**src/rtl/branch_resolve_unit_pkg.sv**
```systemverilog
// Shared types for the branch resolve unit: resolved-branch bundle, redirect kinds and FSM states.
package branch_resolve_unit_pkg;

    localparam int BRU_XLEN         = 32;
    localparam int SQUASH_CNT_WIDTH = 4;

    typedef struct packed {
        logic                valid;
        logic                is_cond;
        logic [BRU_XLEN-1:0] pc;
        logic                taken;
        logic [BRU_XLEN-1:0] target;
        logic                pred_taken;
        logic                next_pc_predicted;
        logic [BRU_XLEN-1:0] pred_next_pc;
    } BranchResolveInfo;

    typedef enum logic [1:0] {
        REDIR_NONE,
        REDIR_MISS,
        REDIR_RELEASE
    } RedirectKind;

    typedef enum logic {
        ST_IDLE,
        ST_SQUASH
    } bru_state_e;

    function automatic logic [BRU_XLEN-1:0] next_seq_pc(input logic [BRU_XLEN-1:0] pc);
        return pc + BRU_XLEN'(4);
    endfunction

endpackage

```
**src/rtl/branch_resolve_unit_if.sv**
```systemverilog
// Execute-to-fetch bus of the branch resolve unit; BRU_PERF_CNT_EN adds the perf counter outputs.
interface branch_resolve_unit_if #(parameter int XLEN = 32);

    logic            ex_valid;
    logic            ex_is_cond;
    logic [XLEN-1:0] ex_pc;
    logic            ex_taken;
    logic [XLEN-1:0] ex_target;
    logic            ex_pred_taken;
    logic            ex_next_pc_predicted;
    logic [XLEN-1:0] ex_pred_next_pc;

    logic            redirect_miss;
    logic [XLEN-1:0] redirect_pc;
    logic            squash;
    logic            pht_upd_valid;
    logic [XLEN-1:0] pht_upd_pc;
    logic            pht_upd_taken;
    logic            btb_wr_valid;
    logic [XLEN-1:0] btb_wr_pc;
    logic [XLEN-1:0] btb_wr_target;
`ifdef BRU_PERF_CNT_EN
    logic [31:0]     perf_resolved;
    logic [31:0]     perf_miss;
`endif

    modport master (
        output ex_valid, ex_is_cond, ex_pc, ex_taken, ex_target,
               ex_pred_taken, ex_next_pc_predicted, ex_pred_next_pc,
        input  redirect_miss, redirect_pc, squash,
               pht_upd_valid, pht_upd_pc, pht_upd_taken,
               btb_wr_valid, btb_wr_pc, btb_wr_target
`ifdef BRU_PERF_CNT_EN
        , input perf_resolved, perf_miss
`endif
    );

    modport slave (
        input  ex_valid, ex_is_cond, ex_pc, ex_taken, ex_target,
               ex_pred_taken, ex_next_pc_predicted, ex_pred_next_pc,
        output redirect_miss, redirect_pc, squash,
               pht_upd_valid, pht_upd_pc, pht_upd_taken,
               btb_wr_valid, btb_wr_pc, btb_wr_target
`ifdef BRU_PERF_CNT_EN
        , output perf_resolved, perf_miss
`endif
    );

endinterface

```
**src/rtl/branch_resolve_unit_classify.sv**
```systemverilog
// bru_classify: combinational resolution of one branch into actual direction, correct PC and redirect kind.
module bru_classify
    import branch_resolve_unit_pkg::*;
(
    input  BranchResolveInfo    info,
    output logic                actual_taken,
    output logic [BRU_XLEN-1:0] correct_pc,
    output RedirectKind         kind
);

    always_comb begin
        actual_taken = info.is_cond ? info.taken : 1'b1;
        correct_pc   = actual_taken ? info.target : next_seq_pc(info.pc);
        kind         = REDIR_NONE;
        // A missing prediction with pred_taken set means fetch is stalled on us, so nothing needs squashing.
        if ((info.next_pc_predicted && (info.pred_next_pc != correct_pc)) ||
            (!info.next_pc_predicted && !info.pred_taken && actual_taken)) begin
            kind = REDIR_MISS;
        end else if (!info.next_pc_predicted && info.pred_taken) begin
            kind = REDIR_RELEASE;
        end
    end

endmodule

```
**src/rtl/branch_resolve_unit.sv**
```systemverilog
// Branch resolve unit: redirects fetch, trains PHT/BTB and squashes wrong-path results after a miss.
// Optional perf counters are enabled with `define BRU_PERF_CNT_EN.
module branch_resolve_unit
    import branch_resolve_unit_pkg::*;
#(
    parameter int XLEN          = BRU_XLEN,
    parameter int SQUASH_CYCLES = 2
) (
    input logic                 clk,
    input logic                 rst,
    branch_resolve_unit_if.slave bus
);

    localparam logic [SQUASH_CNT_WIDTH-1:0] SQUASH_INIT = SQUASH_CNT_WIDTH'(SQUASH_CYCLES);

    BranchResolveInfo            info;
    logic                        actual_taken;
    logic [BRU_XLEN-1:0]         correct_pc;
    RedirectKind                 kind;

    bru_state_e                  state_q, state_d;
    logic [SQUASH_CNT_WIDTH-1:0] cnt_q, cnt_d;
    logic                        accept;

    logic                        redirect_miss_q, redirect_miss_d;
    logic [XLEN-1:0]             redirect_pc_q, redirect_pc_d;
    logic                        pht_valid_q, pht_valid_d;
    logic [XLEN-1:0]             pht_pc_q, pht_pc_d;
    logic                        pht_taken_q, pht_taken_d;
    logic                        btb_valid_q, btb_valid_d;
    logic [XLEN-1:0]             btb_pc_q, btb_pc_d;
    logic [XLEN-1:0]             btb_target_q, btb_target_d;

    assign info = '{
        valid:             bus.ex_valid,
        is_cond:           bus.ex_is_cond,
        pc:                bus.ex_pc,
        taken:             bus.ex_taken,
        target:            bus.ex_target,
        pred_taken:        bus.ex_pred_taken,
        next_pc_predicted: bus.ex_next_pc_predicted,
        pred_next_pc:      bus.ex_pred_next_pc
    };

    bru_classify u_classify (
        .info         (info),
        .actual_taken (actual_taken),
        .correct_pc   (correct_pc),
        .kind         (kind)
    );

    always_ff @(posedge clk or posedge rst) begin
        if (rst) begin
            state_q         <= ST_IDLE;
            cnt_q           <= '0;
            redirect_miss_q <= 1'b0;
            redirect_pc_q   <= '0;
            pht_valid_q     <= 1'b0;
            pht_pc_q        <= '0;
            pht_taken_q     <= 1'b0;
            btb_valid_q     <= 1'b0;
            btb_pc_q        <= '0;
            btb_target_q    <= '0;
        end else begin
            state_q         <= state_d;
            cnt_q           <= cnt_d;
            redirect_miss_q <= redirect_miss_d;
            redirect_pc_q   <= redirect_pc_d;
            pht_valid_q     <= pht_valid_d;
            pht_pc_q        <= pht_pc_d;
            pht_taken_q     <= pht_taken_d;
            btb_valid_q     <= btb_valid_d;
            btb_pc_q        <= btb_pc_d;
            btb_target_q    <= btb_target_d;
        end
    end

    always_comb begin
        state_d         = state_q;
        cnt_d           = cnt_q;
        accept          = 1'b0;
        redirect_miss_d = 1'b0;
        redirect_pc_d   = '0;
        pht_valid_d     = 1'b0;
        pht_pc_d        = '0;
        pht_taken_d     = 1'b0;
        btb_valid_d     = 1'b0;
        btb_pc_d        = '0;
        btb_target_d    = '0;

        case (state_q)
            ST_IDLE: begin
                accept = info.valid;
                if (accept) begin
                    if (kind == REDIR_MISS) begin
                        redirect_miss_d = 1'b1;
                        redirect_pc_d   = correct_pc;
                        state_d         = ST_SQUASH;
                        cnt_d           = SQUASH_INIT;
                    end else if (kind == REDIR_RELEASE) begin
                        redirect_pc_d   = correct_pc;
                    end
                    if (info.is_cond) begin
                        pht_valid_d = 1'b1;
                        pht_pc_d    = info.pc;
                        pht_taken_d = actual_taken;
                    end
                    if (actual_taken && (!info.next_pc_predicted || (info.pred_next_pc != info.target))) begin
                        btb_valid_d  = 1'b1;
                        btb_pc_d     = info.pc;
                        btb_target_d = info.target;
                    end
                end
            end
            ST_SQUASH: begin
                // The last squash cycle is the one where the counter drops to zero.
                cnt_d = cnt_q - SQUASH_CNT_WIDTH'(1);
                if (cnt_q <= SQUASH_CNT_WIDTH'(1)) begin
                    cnt_d   = '0;
                    state_d = ST_IDLE;
                end
            end
            default: begin
                state_d = ST_IDLE;
                cnt_d   = '0;
            end
        endcase
    end

    assign bus.redirect_miss = redirect_miss_q;
    assign bus.redirect_pc   = redirect_pc_q;
    assign bus.squash        = (state_q == ST_SQUASH);
    assign bus.pht_upd_valid = pht_valid_q;
    assign bus.pht_upd_pc    = pht_pc_q;
    assign bus.pht_upd_taken = pht_taken_q;
    assign bus.btb_wr_valid  = btb_valid_q;
    assign bus.btb_wr_pc     = btb_pc_q;
    assign bus.btb_wr_target = btb_target_q;

`ifdef BRU_PERF_CNT_EN
    logic [31:0] perf_resolved_q;
    logic [31:0] perf_miss_q;

    always_ff @(posedge clk or posedge rst) begin
        if (rst) begin
            perf_resolved_q <= '0;
            perf_miss_q     <= '0;
        end else begin
            if (accept) begin
                perf_resolved_q <= perf_resolved_q + 32'd1;
            end
            if (accept && (kind == REDIR_MISS)) begin
                perf_miss_q <= perf_miss_q + 32'd1;
            end
        end
    end

    assign bus.perf_resolved = perf_resolved_q;
    assign bus.perf_miss     = perf_miss_q;
`endif

endmodule

```
**src/flat_wrapper.sv**
```systemverilog
// flat-port wrapper written by rule: the top's interface ports become plain ports
module branch_resolve_unit_flat import branch_resolve_unit_pkg::*;
#(
    parameter int XLEN          = BRU_XLEN,
    parameter int SQUASH_CYCLES = 2
)
  (clk, rst, bus_ex_valid, bus_ex_is_cond, bus_ex_pc, bus_ex_taken, bus_ex_target, bus_ex_pred_taken, bus_ex_next_pc_predicted, bus_ex_pred_next_pc, bus_redirect_miss, bus_redirect_pc, bus_squash, bus_pht_upd_valid, bus_pht_upd_pc, bus_pht_upd_taken, bus_btb_wr_valid, bus_btb_wr_pc, bus_btb_wr_target);
  branch_resolve_unit_if #(.XLEN(XLEN)) bus_i ();
  input logic clk;
  input logic rst;
  input wire logic [$bits(bus_i.ex_valid)-1:0] bus_ex_valid;
  input wire logic [$bits(bus_i.ex_is_cond)-1:0] bus_ex_is_cond;
  input wire logic [$bits(bus_i.ex_pc)-1:0] bus_ex_pc;
  input wire logic [$bits(bus_i.ex_taken)-1:0] bus_ex_taken;
  input wire logic [$bits(bus_i.ex_target)-1:0] bus_ex_target;
  input wire logic [$bits(bus_i.ex_pred_taken)-1:0] bus_ex_pred_taken;
  input wire logic [$bits(bus_i.ex_next_pc_predicted)-1:0] bus_ex_next_pc_predicted;
  input wire logic [$bits(bus_i.ex_pred_next_pc)-1:0] bus_ex_pred_next_pc;
  output wire logic [$bits(bus_i.redirect_miss)-1:0] bus_redirect_miss;
  output wire logic [$bits(bus_i.redirect_pc)-1:0] bus_redirect_pc;
  output wire logic [$bits(bus_i.squash)-1:0] bus_squash;
  output wire logic [$bits(bus_i.pht_upd_valid)-1:0] bus_pht_upd_valid;
  output wire logic [$bits(bus_i.pht_upd_pc)-1:0] bus_pht_upd_pc;
  output wire logic [$bits(bus_i.pht_upd_taken)-1:0] bus_pht_upd_taken;
  output wire logic [$bits(bus_i.btb_wr_valid)-1:0] bus_btb_wr_valid;
  output wire logic [$bits(bus_i.btb_wr_pc)-1:0] bus_btb_wr_pc;
  output wire logic [$bits(bus_i.btb_wr_target)-1:0] bus_btb_wr_target;
  assign bus_i.ex_valid = bus_ex_valid;
  assign bus_i.ex_is_cond = bus_ex_is_cond;
  assign bus_i.ex_pc = bus_ex_pc;
  assign bus_i.ex_taken = bus_ex_taken;
  assign bus_i.ex_target = bus_ex_target;
  assign bus_i.ex_pred_taken = bus_ex_pred_taken;
  assign bus_i.ex_next_pc_predicted = bus_ex_next_pc_predicted;
  assign bus_i.ex_pred_next_pc = bus_ex_pred_next_pc;
  assign bus_redirect_miss = bus_i.redirect_miss;
  assign bus_redirect_pc = bus_i.redirect_pc;
  assign bus_squash = bus_i.squash;
  assign bus_pht_upd_valid = bus_i.pht_upd_valid;
  assign bus_pht_upd_pc = bus_i.pht_upd_pc;
  assign bus_pht_upd_taken = bus_i.pht_upd_taken;
  assign bus_btb_wr_valid = bus_i.btb_wr_valid;
  assign bus_btb_wr_pc = bus_i.btb_wr_pc;
  assign bus_btb_wr_target = bus_i.btb_wr_target;
  branch_resolve_unit #(.XLEN(XLEN), .SQUASH_CYCLES(SQUASH_CYCLES)) u_core (.clk(clk), .rst(rst), .bus(bus_i));
endmodule
```
**config.mk**
```make
export PLATFORM = sky130hd
export DESIGN_NAME = branch_resolve_unit_flat
export DESIGN_NICKNAME = d
export VERILOG_FILES = /design/src/rtl/branch_resolve_unit_pkg.sv /design/src/rtl/branch_resolve_unit_if.sv /design/src/rtl/branch_resolve_unit_classify.sv /design/src/rtl/branch_resolve_unit.sv /design/src/flat_wrapper.sv
export SDC_FILE = /design/constraint.sdc
export NUM_CORES = 1
export LEC_CHECK = 0
export ABC_CLOCK_PERIOD_IN_PS = 6000
export BUFFER_PORTS_ARGS = -buffer_cell sky130_fd_sc_hd__clkbuf_2
export CORE_ASPECT_RATIO = 1.1
export CORE_MARGIN = 8
export CORE_UTILIZATION = 51
export CTS_BUF_LIST = sky130_fd_sc_hd__clkbuf_8 sky130_fd_sc_hd__clkbuf_16
export DETAILED_ROUTE_END_ITERATION = 6
export HOLD_SLACK_MARGIN = 0.12
export PLACE_DENSITY = 0.81
export SYNTH_ARGS = -nofsm -noshare
export SYNTH_HDL_FRONTEND = slang
export SYNTH_SLANG_ARGS = --single-unit
```
**constraint.sdc**
```tcl
create_clock -name clk -period 6 [get_ports clk]
set_input_delay 0.9 -clock clk [delete_from_list [all_inputs] [get_ports clk]]
set_output_delay 0.9 -clock clk [all_outputs]
set_load 0.01 [all_outputs]
```
# After elaboration in Yosys (flattened, before gate mapping)
# Cells that the tools add are included.
[classes] add_sub_neg=2 n_mul=0 div=0 n_lt_le_gt_ge=1 eq_ne=6 shift=0 n_mux=35 n_bitwise=1 reduce_logical=10
[ops] operator="2-to-1 mux 32 bit" count=14
[ops] operator="inequality test 32 bit" count=2
[ops] operator="adder 32 x 3 -> 32 bit, second input constant" count=1
[ops] operator="2-to-1 mux 1 bit" count=14
[ops] operator="2-to-1 mux 4 bit" count=3
[ops] operator="case mux 4 bit (2 select lines)" count=1
[ops] operator="logical AND 1 bit" count=5
[ops] operator="less-or-equal comparator 4 x 1 -> 1 bit, second input constant" count=1
[ops] operator="2-to-1 mux 2 bit" count=2
[ops] operator="subtractor 4 x 1 -> 4 bit, second input constant" count=1
[ops] operator="equality test 2 x 1 -> 1 bit, second input constant" count=1
[ops] operator="equality test 2 bit, second input constant" count=1
[ops] operator="logical NOT 1 bit" count=2
[ops] operator="logical OR 1 bit" count=2
[ops] operator="inequality test 2 x 1 -> 1 bit, second input constant" count=1
[ops] operator="inequality test 2 bit, second input constant" count=1
[ops] operator="case mux 1 bit (2 select lines)" count=1
[ops] operator="AND reduction 2 bit" count=1
[ops] operator="NOT 1 bit" count=1
[totals] ff_bits=137 latchBits=0 ram_bits=0 mem_bits_ro=0 input_bits=103 out_inout_bits=133 elab_cells=65 mem_count=0

# Logic depth before layout (Yosys ltp)
# Gate-level depths: netlist of run 1.
[logic_depth] depth_word=11 depth_mapped=13 ltp_nobuf=10

# By module
# Synthesis of run 1 repeated with hierarchy kept, for this count alone.
[unflattened] hier_cells=754 hier_area_um2=7171.9
[by_module_without_submodules] mod="branch_resolve_unit" instances=1 cells_per_inst=428 area_per_inst_um2=4967.3
[by_module_without_submodules] mod="bru_classify" instances=1 cells_per_inst=326 area_per_inst_um2=2204.6

# Worst setup path before layout of run 1
# No wires, ideal clock.
[synth_path] kind="input to register" startpoint="input port bus_ex_pc[2]" endpoint="register u_core.redirect_pc_q[15], in the netlist u_core.bus.redirect_pc[15]" setup_time_ns=0.163 t_arrival_ns=3.909 slack_ns=1.928 stages=12 n_path_buf=2 cell_sequence="ha_1 > nand4_2 > or4_1 > buf_2 > nor3_1 > xor3_1 > a2111oi_0 > nand4b_1 > a2111oi_4 > a2bb2oi_2 > buf_6 > a2111oi_1"
[synth_between] elab_chain_len=11
[synth_rtl] element="from (decl)" line_no="flat_wrapper.sv:13" rtl="input wire logic [$bits(bus_i.ex_pc)-1:0] bus_ex_pc;"
[synth_rtl] element="adder 32 x 3 -> 32 bit (*)" line_no="branch_resolve_unit_pkg.sv:30" rtl="return pc + BRU_XLEN'(4);"
[synth_rtl] element="2-to-1 mux 32 bit (*)" line_no="branch_resolve_unit_classify.sv:13" rtl="correct_pc = actual_taken ? info.target : next_seq_pc(info.pc);"
[synth_rtl] element="inequality test 32 bit" line_no="branch_resolve_unit_classify.sv:16" rtl="if ((info.next_pc_predicted && (info.pred_next_pc != correct_pc)) ||"
[synth_rtl] element="logical AND 1 bit" line_no="branch_resolve_unit_classify.sv:16"
[synth_rtl] element="logical OR 1 bit" line_no="branch_resolve_unit_classify.sv:16"
[synth_rtl] element="2-to-1 mux 2 bit" line_no="branch_resolve_unit_classify.sv:16"
[synth_rtl] element="equality test 2 bit" line_no="branch_resolve_unit.sv:100" rtl="end else if (kind == REDIR_RELEASE) begin"
[synth_rtl] element="2-to-1 mux 32 bit" line_no="branch_resolve_unit.sv:100"
[synth_rtl] element="2-to-1 mux 32 bit (*)" line_no="branch_resolve_unit.sv:95" rtl="if (kind == REDIR_MISS) begin"
[synth_rtl] element="2-to-1 mux 32 bit (*)" line_no="branch_resolve_unit.sv:94" rtl="if (accept) begin"
[synth_rtl] element="2-to-1 mux 32 bit (*)" line_no="branch_resolve_unit.sv:91" rtl="case (state_q)"
[synth_rtl] element="named net u_core.redirect_pc_d[15]" line_no="branch_resolve_unit.sv:26" rtl="logic [XLEN-1:0] redirect_pc_q, redirect_pc_d;"
[synth_rtl] element="to (signal assigned)" line_no="branch_resolve_unit.sv:68" rtl="redirect_pc_q <= redirect_pc_d;"
[synth_rtl] element="to (decl)" line_no="branch_resolve_unit.sv:26"
# The timed path passes the listed nets; every way through them passes the cells marked *.
# A chain may end at the register's enable or synchronous reset.

# Worst setup path after layout of run 1
[layout_path] startpoint="input port bus_ex_pc[2]" endpoint="register u_core.redirect_pc_q[31], in the netlist u_core.bus.redirect_pc[31]"
# Same word-level chain as after synthesis.

==> impl_metrics.toml, run 1 <==
[pwr]
finalPower_mw = 2.92
power_density_nw_per_um2 = 325
p_leak_nw = 4.50
power_frac_seq = 0.377
p_clk_frac = 0.400
ir_worst_vdd_mv = 0.201
p_switching_uw = 849
p_sw_frac = 0.291
combPwrFrac = 0.222
p_int_mw = 2.07

[finish]
syn_to_final_growth_pct = 28.4
multiInputGateArea_um2 = 3320
diodes = 0
drive_gt1_frac = 0.345
nNetsFinal = 994
ff_latch_area_um2 = 3430
nFillCells = 1147

[route]
vias = 6261
avgRoutedWirePerCell_um = 21.5
drc = 0
via_per_inst = 5.75
totalWireLength_mm = 23.4
drt-initial-drc-count = 576
postRouteAntennaNets = 0
dr.pass1.iters = 7

[global_route]
grt.overflow.total = 0
grt_pass1_wl_mm = 36.3
grt_usage = 0.268
grt_pass1_vias = 6508
antenna_found_initial = 0
grt_max_degree = 80

[critical_path]
cp_cell_sequence = "clkbuf_2, ha_1, nand4_2, or4_1, buf_4, nor3_1, xor3_1, a2111oi_0, nand4b_1, a2111oi_4, a2bb2oi_4, buf_12, a2111oi_0"
cp_slowest_cell = "a2111oi_4"
endpoint_kind = "register"
cp_slowest_stage_delay_ps = 540
critPathLaunchType = "input port"
cp_data_required_time_ps = 6250
path_common_cell = "a2111oi_0"
critPathMaxFanout = 21
critPathKind = "input port to register"
worst_ep_arrival_time_ps = 4900

[clock_tree]
cts_root_buf = "clkbuf_16"
cts_max_path_buffers = 2
cts_hold_buf = 0
numCtsBuffers = 17
cts_resized = 0
cts_num_sinks = 137
htree_levels = 4
clock_latency_ps = 430
cts_setup_buffers = 0
clk_pin_slew_worst_paths_ps = 60
cts_tree = "done"

[yosys]
netlist_area_um2 = 7000
synth_edf_count = 0
synthCells = 671
synthFlopType = "dfrtp_1"
synth-seq-area-share = 0.490
async_reset_ff_frac = 1.00
synth.most_common_cell = "dfrtp_1"
yosys_register_bits = 137
synth_nets = 777
ys_top_cells_by_area = "dfrtp_1, and2_1, xnor2_1"
yosys.area.top_type = "dfrtp_1"
avgSynthCellArea_um2 = 10.4
ys_top_cells_by_count = "dfrtp_1, and2_1, nor2_1"
yosys_warnings = 0
synth_top_area_share = 0.490
ys_types = 66

[die]
die_y_um = 139
coreArea_um2 = 13600
start_util = 0.513
die_x_um = 128
io_pins = 236
die_area_um2 = 17700
rows = 45

[sta]
tightestPinTransition_ps = 930
finalCriticalPeriod_ps = 4650
max_freq_mhz = 215
slew_viol_final = 0
finalSetupViolCount = 0
slew_headroom = 0.378
timing.clock.skew_ps = 8.41
hold_viol = 0
finalCritPeriodShare = 0.775
rsz0062_at_grt = "false"
fin_tns_setup_ps = 0

[placed_design]
dp_hpwl_mm = 18.1
portBuffers = 235
routabilityCongestion = 0.972

[worst_hold_path]
worst_hold_path_type = "register to register"

[flow_run]
max_cap_violations = 0

[run_status]
outcome = "completed"
-- power groups by stage --
stage	registers [mW]	logic [mW]	clock network [mW]
after detailed placement	1.11	0.646	0
after CTS	1.10	0.650	1.18
final	1.10	0.649	1.17
after global routing	1.11	0.704	1.21
after floorplan	1.17	0.300	0
after global placement	1.11	0.633	0
-- layout by cell type (no fill, tap or decap), drive strengths merged, types with 4 or more instances in the layout --
| cell type | synthesis | layout |
|---|---|---|
| a2111oi | 27 | 27 |
| a211o | 4 | 4 |
| a21oi | 5 | 5 |
| a31oi | 7 | 7 |
| and2 | 65 | 65 |
| and3 | 40 | 40 |
| and4 | 5 | 5 |
| buf | 16 | 9 |
| bufinv | 0 | 6 |
| clkbuf | 30 | 252 |
| clkinv | 0 | 4 |
| dfrtp | 137 | 137 |
| inv | 20 | 23 |
| mux2i | 5 | 5 |
| nand2 | 35 | 35 |
| nand2b | 5 | 5 |
| nand3 | 18 | 18 |
| nand4 | 12 | 12 |
| nor2 | 50 | 50 |
| nor2b | 9 | 9 |
| nor3 | 20 | 20 |
| nor4 | 13 | 13 |
| o21ai | 14 | 14 |
| o221ai | 4 | 4 |
| o31ai | 4 | 4 |
| or3 | 6 | 6 |
| or4 | 9 | 9 |
| xnor2 | 35 | 35 |
| xor2 | 30 | 30 |
-- area by class of cell --
type	count	area share
Inverter	20	0.00892
Sequential cell	137	0.382
Timing Repair Buffer	244	0.140
Clock buffer	17	0.0474
Tap cell	188	0.0262
Clock inverter	15	0.0261
Multi-Input combinational cell	468	0.370
-- metrics by stage --
step	cell area [um2]	setup WS (ps)	util	std cells	hold WS (ps)
2_1_floorplan	7000	1430	-	671	476
3_3_place_gp	8320	1050	0.611	1057	493
3_5_place_dp	8320	1010	0.611	1057	503
4_1_cts	8980	1420	0.659	1089	517
5_1_grt	8980	1070	0.659	1089	540
6_report	8980	1350	0.659	1089	517
-- path summary, 6_finish.rpt --
path	from	to	depth (start not counted)	slack, ps
setup / recovery	bus_ex_pc[2]	u_core.bus.redirect_pc[31]$_DFF_PP0_	13	1350
hold / removal	u_core.cnt_q[1]$_DFFE_PP0P_	u_core.cnt_q[1]$_DFFE_PP0P_	1	520
setup reg to reg	u_core.bus.squash$_DFF_PP0_	u_core.bus.btb_wr_pc[27]$_DFF_PP0_	6	3510
hold reg to reg	u_core.cnt_q[1]$_DFFE_PP0P_	u_core.cnt_q[1]$_DFFE_PP0P_	1	520
max in group asynchronous	rst	u_core.bus.redirect_pc[21]$_DFF_PP0_	3	4190
min in group asynchronous	rst	u_core.bus.btb_wr_target[8]$_DFF_PP0_	2	580
-- critical path, delay by kind of cell --
kind,cells,cell delay (ps)
AO/OA/AOI/OAI,4,1510
AND/OR/NAND/NOR,4,1320
buffers and inverters,3,620
XOR/XNOR,1,280
adder cells (fa/ha/maj),1,260
-- registers in the layout (all words and copies together), names as in the netlist --
| register | cells |
|---|---|
| u_core.bus.btb_wr_valid | 1 |
| u_core.bus.pht_upd_pc | 32 |
| u_core.bus.btb_wr_pc | 32 |
| u_core.cnt_q | 4 |
| u_core.bus.redirect_pc | 32 |
| u_core.bus.pht_upd_taken | 1 |
| u_core.bus.redirect_miss | 1 |
| u_core.bus.squash | 1 |
| u_core.bus.pht_upd_valid | 1 |
| u_core.bus.btb_wr_target | 32 |
-- routing by layer --
layer  global-route usage  wire (um)  vias up
li1                     -          -     2830
met1                0.326       9300     3054
met2                0.435      11300      329
met3               0.0681       1970       48
met4                0.125        822        0
met5                    0          0        -
-- cells by family after synthesis --
logic type | count (synthesis) | synth area share
fa+ha+maj | 3 | 0.00537
buf+inv | 66 | 0.0401
mux | 6 | 0.00876
flops | 137 | 0.490
compound gates | 95 | 0.124
xor+xnor | 66 | 0.0848
simple gates | 298 | 0.247
No activity file was read; power rests on OpenSTA's default activity.
==> inputs of run 2 (changes only) <==
ABC_AREA = 1   (was unset)
ABC_CLOCK_PERIOD_IN_PS = 4300   (was 6000)
clock period = 4.3 ns   (was 6 ns; I/O delays follow)
==> impl_metrics.toml, run 2 <==
[run_status]
outcome = "completed"

[die]
die_area_um2 = 18000
io_pins = 236
coreArea_um2 = 13700
start_util = 0.518
die_x_um = 129
rows = 45
die_y_um = 140

[yosys]
ys_top_cells_by_count = "nand2_1, nor2_1, dfrtp_1"
synth_nets = 1036
yosys_warnings = 0
ys_top_cells_by_area = "dfrtp_1, nand2_1, nor2_1"
synthFlopType = "dfrtp_1"
avgSynthCellArea_um2 = 7.65
synth_top_area_share = 0.482
synth_edf_count = 0
yosys.area.top_type = "dfrtp_1"
synth.most_common_cell = "nand2_1"
yosys_register_bits = 137
ys_types = 35
synthCells = 930
synth-seq-area-share = 0.482
netlist_area_um2 = 7120
async_reset_ff_frac = 1.00

[route]
via_per_inst = 4.97
totalWireLength_mm = 22.2
avgRoutedWirePerCell_um = 16.2
drt-initial-drc-count = 582
dr.pass1.iters = 5
drc = 0
vias = 6793
postRouteAntennaNets = 0

[critical_path]
cp_slowest_cell = "nand3_4"
reg2reg_depth = 3
cp_slowest_stage_delay_ps = 460
path_depth = 18
cp_cell_sequence = "clkbuf_2, ha_1, nand3_1, nor2_2, nand2_1, inv_1, nand2_1, nand3_1, nand2_1, nand2_1, nand2_1, nand2_1, nor2_1, nand2_1, nor2_1, nand3_2, nand3_4, a21oi_1"
endpoint_kind = "register"
critPathLaunchType = "input port"
critPathMaxFanout = 34
cp_top_family = "simple AND/OR/NAND/NOR gates"
critPathKind = "input port to register"
path_common_cell = "nand2_1"
cp_data_required_time_ps = 4610
timing.critical_path.buf_inv = 2
worst_ep_arrival_time_ps = 3170

[placed_design]
place_area_um2 = 8410
portBuffers = 235
routabilityCongestion = 0.946
dp_hpwl_mm = 17.4

[sta]
tightestPinTransition_ps = 1070
fin_tns_setup_ps = 0
finalCriticalPeriod_ps = 2860
rsz0062_at_grt = "false"
slew_headroom = 0.287
finalCritPeriodShare = 0.666
finalSetupViolCount = 0
max_freq_mhz = 349
slew_viol_final = 0
hold_viol = 0
timing.clock.skew_ps = 3.59

[finish]
multiInputGateArea_um2 = 3030
nNetsFinal = 1271
nFillCells = 1225
diodes = 0
ff_latch_area_um2 = 3430
syn_to_final_growth_pct = 26.7
mostFrequentLayoutCell = "nand2_1"
fin_area_um2 = 9020
final_cell_mix = "nand2_1, clkbuf_2, nor2_1, dfrtp_1, inv_1"
drive_gt1_frac = 0.281

[worst_hold_path]
worst_hold_path_type = "input port to asynchronous set/reset pin"

[clock_tree]
cts_resized = 0
cts_tree = "done"
clock_latency_ps = 420
clk_pin_slew_worst_paths_ps = 50
numCtsBuffers = 17
cts_num_sinks = 137
cts_max_path_buffers = 2
cts_setup_buffers = 0
cts_root_buf = "clkbuf_16"
cts_hold_buf = 0
htree_levels = 4

[global_route]
grt_usage = 0.253
grt_pass1_vias = 6849
grt.overflow.total = 0
grt_pass1_wl_mm = 35.1
grt_max_degree = 99
antenna_found_initial = 0

[flow_run]
max_cap_violations = 0

[pwr]
finalPower_mw = 3.90
p_leak_nw = 5.29
ir_worst_vdd_mv = 0.305
power_density_nw_per_um2 = 432
==> run 2: layout make-up <==
class                           count  share of cell area
Sequential cell                   137               0.380
Multi-Input combinational cell    640               0.336
Timing Repair Buffer              241               0.137
Inverter                          128              0.0537
Clock buffer                       19              0.0502
Tap cell                          188              0.0261
Clock inverter                     13              0.0171
==> run 2: routing by layer <==
metal / part of all wire / vias up / global-route usage
li1: - / 3358 / -
met1: 0.39 / 3118 / 0.296
met2: 0.49 / 278 / 0.424
met3: 0.090 / 39 / 0.0707
met4: 0.031 / 0 / 0.108
met5: 0 / - / 0
==> run 2: cells by family (layout without fill, tap and decap cells) <==
family	count (synthesis)	count (layout)	synth area share
XOR/XNOR	17	17	0.0209
buffers and inverters	153	401	0.0930
AND/OR/NAND/NOR	567	567	0.348
AO/OA/AOI/OAI	53	53	0.0512
adder cells (fa/ha/maj)	3	3	0.00528
flip-flops	137	137	0.482
==> run 2: path summary, 6_finish.rpt <==
check                                                 start                                   end  slack, ps
worst min-delay path                                    rst    u_core.bus.btb_wr_pc[22]$_DFF_PP0_        370
min in group clk                               bus_ex_pc[1]     u_core.bus.btb_wr_pc[1]$_DFF_PP0_        480
worst min register to register  u_core.cnt_q[3]$_DFFE_PP0P_           u_core.cnt_q[3]$_DFFE_PP0P_        580
worst max-delay path                           bus_ex_pc[2]  u_core.bus.redirect_pc[31]$_DFF_PP0_       1440
worst max register to register  u_core.bus.squash$_DFF_PP0_  u_core.bus.redirect_pc[26]$_DFF_PP0_       2160
max in group asynchronous                               rst  u_core.bus.redirect_pc[31]$_DFF_PP0_       2950
==> run 2: stage by stage <==
step / setup WS [ps] / instances / hold WS, ps / utilization
3_3_place_gp: 1110 / 1334 / 534 / 0.612
2_1_floorplan: 1880 / 930 / 511 / -
5_1_grt: 1160 / 1366 / 427 / 0.656
6_report: 1440 / 1366 / 371 / 0.656
4_1_cts: 1460 / 1366 / 378 / 0.656
3_5_place_dp: 1080 / 1334 / 562 / 0.612
==> run 2: worst reg2reg max path: cells and delay by family (launching register included) <==
kind            cells  cell delay [ps]
flops               1              540
compound gates      1              460
simple gates        2             1050
==> run 2: power breakdown <==
part / internal [mW] / total [mW] / switching [mW]
combinational: 0.304 / 0.879 / 0.576
clock: 0.936 / 1.48 / 0.540
sequential: 1.46 / 1.54 / 0.0825
total: 2.70 / 3.90 / 1.20
==> inputs of run 3 (changes only) <==
ABC_CLOCK_PERIOD_IN_PS = 2530   (was 4300)
CORE_UTILIZATION = 46   (was 51)
PLACE_DENSITY = 0.77   (was 0.81)
clock period = 2.53 ns   (was 4.3 ns; I/O delays follow)
==> impl_metrics.toml, run 3 (synthesis gave the netlist of run 2 again) <==
[sta]
finalCritPeriodShare = 0.887
slew_viol_final = 0
rsz0062_at_grt = "false"
tightestPinTransition_ps = 820
slew_headroom = 0.453
finalWorstSetupSlack_ps = 285
finalCriticalPeriod_ps = 2250
max_freq_mhz = 445
timing.clock.skew_ps = 3.19
hold_viol = 0
finalSetupViolCount = 0

[critical_path]
cp_cell_sequence = "clkbuf_2, ha_1, nand2_2, inv_2, nand3_1, nor2_1, xor2_1, nand2_1, nand3_1, nand2_1, nor2_1, nand2_1, nor2_1, nand3_2, nand3_4, buf_12, a21oi_1"
cp_data_required_time_ps = 2840
cp_slowest_stage_delay_ps = 220
r2r-start = "u_core.bus.squash$_DFF_PP0_"
worst_ep_arrival_time_ps = 2560
reg2reg_depth = 4
critPathKind = "input port to register"
worstReg2RegEnd = "u_core.bus.redirect_pc[16]$_DFF_PP0_"
rrSetupSlack_ps = 810
timing.critical_path.buf_inv = 3
cp_slowest_cell = "ha_1"
critPathMaxFanout = 17
endpoint_kind = "register"
cp_top_family = "simple AND/OR/NAND/NOR gates"
critPathLaunchType = "input port"

[finish]
drive_gt1_frac = 0.294
layoutNonFillerInstCount = 1393
fin_util = 0.615
diodes = 0
nNetsFinal = 1290
syn_to_final_growth_pct = 30.6
mostFrequentLayoutCell = "nand2_1"
final_cell_mix = "nand2_1, clkbuf_2, nor2_1, dfrtp_1, inv_1"
fin_area_um2 = 9300

[placed_design]
routabilityCongestion = 0.927
place_area_um2 = 8630
portBuffers = 235
place_worst_setup_slack_ps = -105
place_inst = 1361
dp_hpwl_mm = 18.0

[clock_tree]
cts_setup_buffers = 0
cts_resized = 0
htree_levels = 4
cts_num_sinks = 137
cts_tree = "done"
numCtsBuffers = 17
clock_latency_ps = 430
cts_root_buf = "clkbuf_16"
cts_max_path_buffers = 2
clk_pin_slew_worst_paths_ps = 60
cts_hold_buf = 0

[global_route]
antenna_found_initial = 0
grt.overflow.total = 0
grt_usage = 0.238
grt_pass1_wl_mm = 36.3
grt_max_degree = 138
grt_pass1_vias = 7004

[die]
die_x_um = 135
die_y_um = 146
coreArea_um2 = 15100
io_pins = 236
start_util = 0.471
rows = 47
die_area_um2 = 19700

[flow_run]
max_cap_violations = 0

[pwr]
p_clk_frac = 0.400
p_switching_mw = 2.13
p_sw_frac = 0.304
power_frac_seq = 0.375
power_density_nw_per_um2 = 753
finalPower_mw = 7.00
p_int_mw = 4.87
ir_worst_vdd_mv = 0.499
p_leak_nw = 5.42
combPwrFrac = 0.224

[route]
vias = 6863
drt-initial-drc-count = 525
via_per_inst = 4.93
totalWireLength_mm = 23.0
dr.pass1.iters = 5
postRouteAntennaNets = 0
avgRoutedWirePerCell_um = 16.5
drc = 0

[run_status]
outcome = "completed"

[worst_hold_path]
worst_hold_path_type = "input port to asynchronous set/reset pin"
==> run 3: worst register-to-register path: stages (launching register included) <==
cell     delay, ps
dfrtp_1        550
nor2_1         240
nand3_2        360
buf_12         320
a21oi_2        180
==> run 3: metrics by stage <==
| stage | hold slack [ps] | setup TNS, ps |
|---|---|---|
| 6_report | 66.3 | 0 |
| 3_3_place_gp | 534 | -1100 |
| 2_1_floorplan | 486 | 0 |
| 4_1_cts | 180 | 0 |
| 5_1_grt | 195 | 0 |
| 3_5_place_dp | 548 | -2320 |
==> run 3: power groups by stage <==
stage	sequential [mW]	clock [mW]	combinational [mW]
after floorplan	2.77	0	0.787
after detailed placement	2.66	0	1.58
after CTS	2.63	2.83	1.59
after global routing	2.66	2.94	1.74
final	2.63	2.80	1.57
after global placement	2.66	0	1.55
==> run 3: how the worst max path moves through the flow <==
stage,startpoint,end,cells past startpoint
3_5_place_dp,bus_ex_pc[2],u_core.bus.redirect_pc[8]$_DFF_PP0_,19
5_1_grt,bus_ex_pc[2],u_core.bus.redirect_pc[11]$_DFF_PP0_,19
3_3_place_gp,bus_ex_pc[2],u_core.bus.redirect_pc[11]$_DFF_PP0_,19
2_1_floorplan,bus_ex_pc[2],u_core.bus.redirect_pc[23]$_DFF_PP0_,17
4_1_cts,bus_ex_pc[3],u_core.bus.redirect_pc[8]$_DFF_PP0_,17
6_report,bus_ex_pc[3],u_core.bus.redirect_pc[11]$_DFF_PP0_,17
==> run 3: layout make-up <==
type                            instances  area, um2
Multi-Input combinational cell        640       3030
Clock inverter                         13        216
Tap cell                              196        245
Sequential cell                       137       3430
Clock buffer                           19        453
Inverter                              128        484
Fill cell                            1363       5820
Timing Repair Buffer                  260       1440
==> run 3: metal layers <==
| metal | GRT usage | vias to the layer above | routed length [um] |
|---|---|---|---|
| li1 | - | 3392 | - |
| met1 | 0.274 | 3155 | 9250 |
| met2 | 0.397 | 268 | 11100 |
| met3 | 0.0704 | 48 | 1870 |
| met4 | 0.111 | 0 | 777 |
| met5 | 0 | - | 0 |
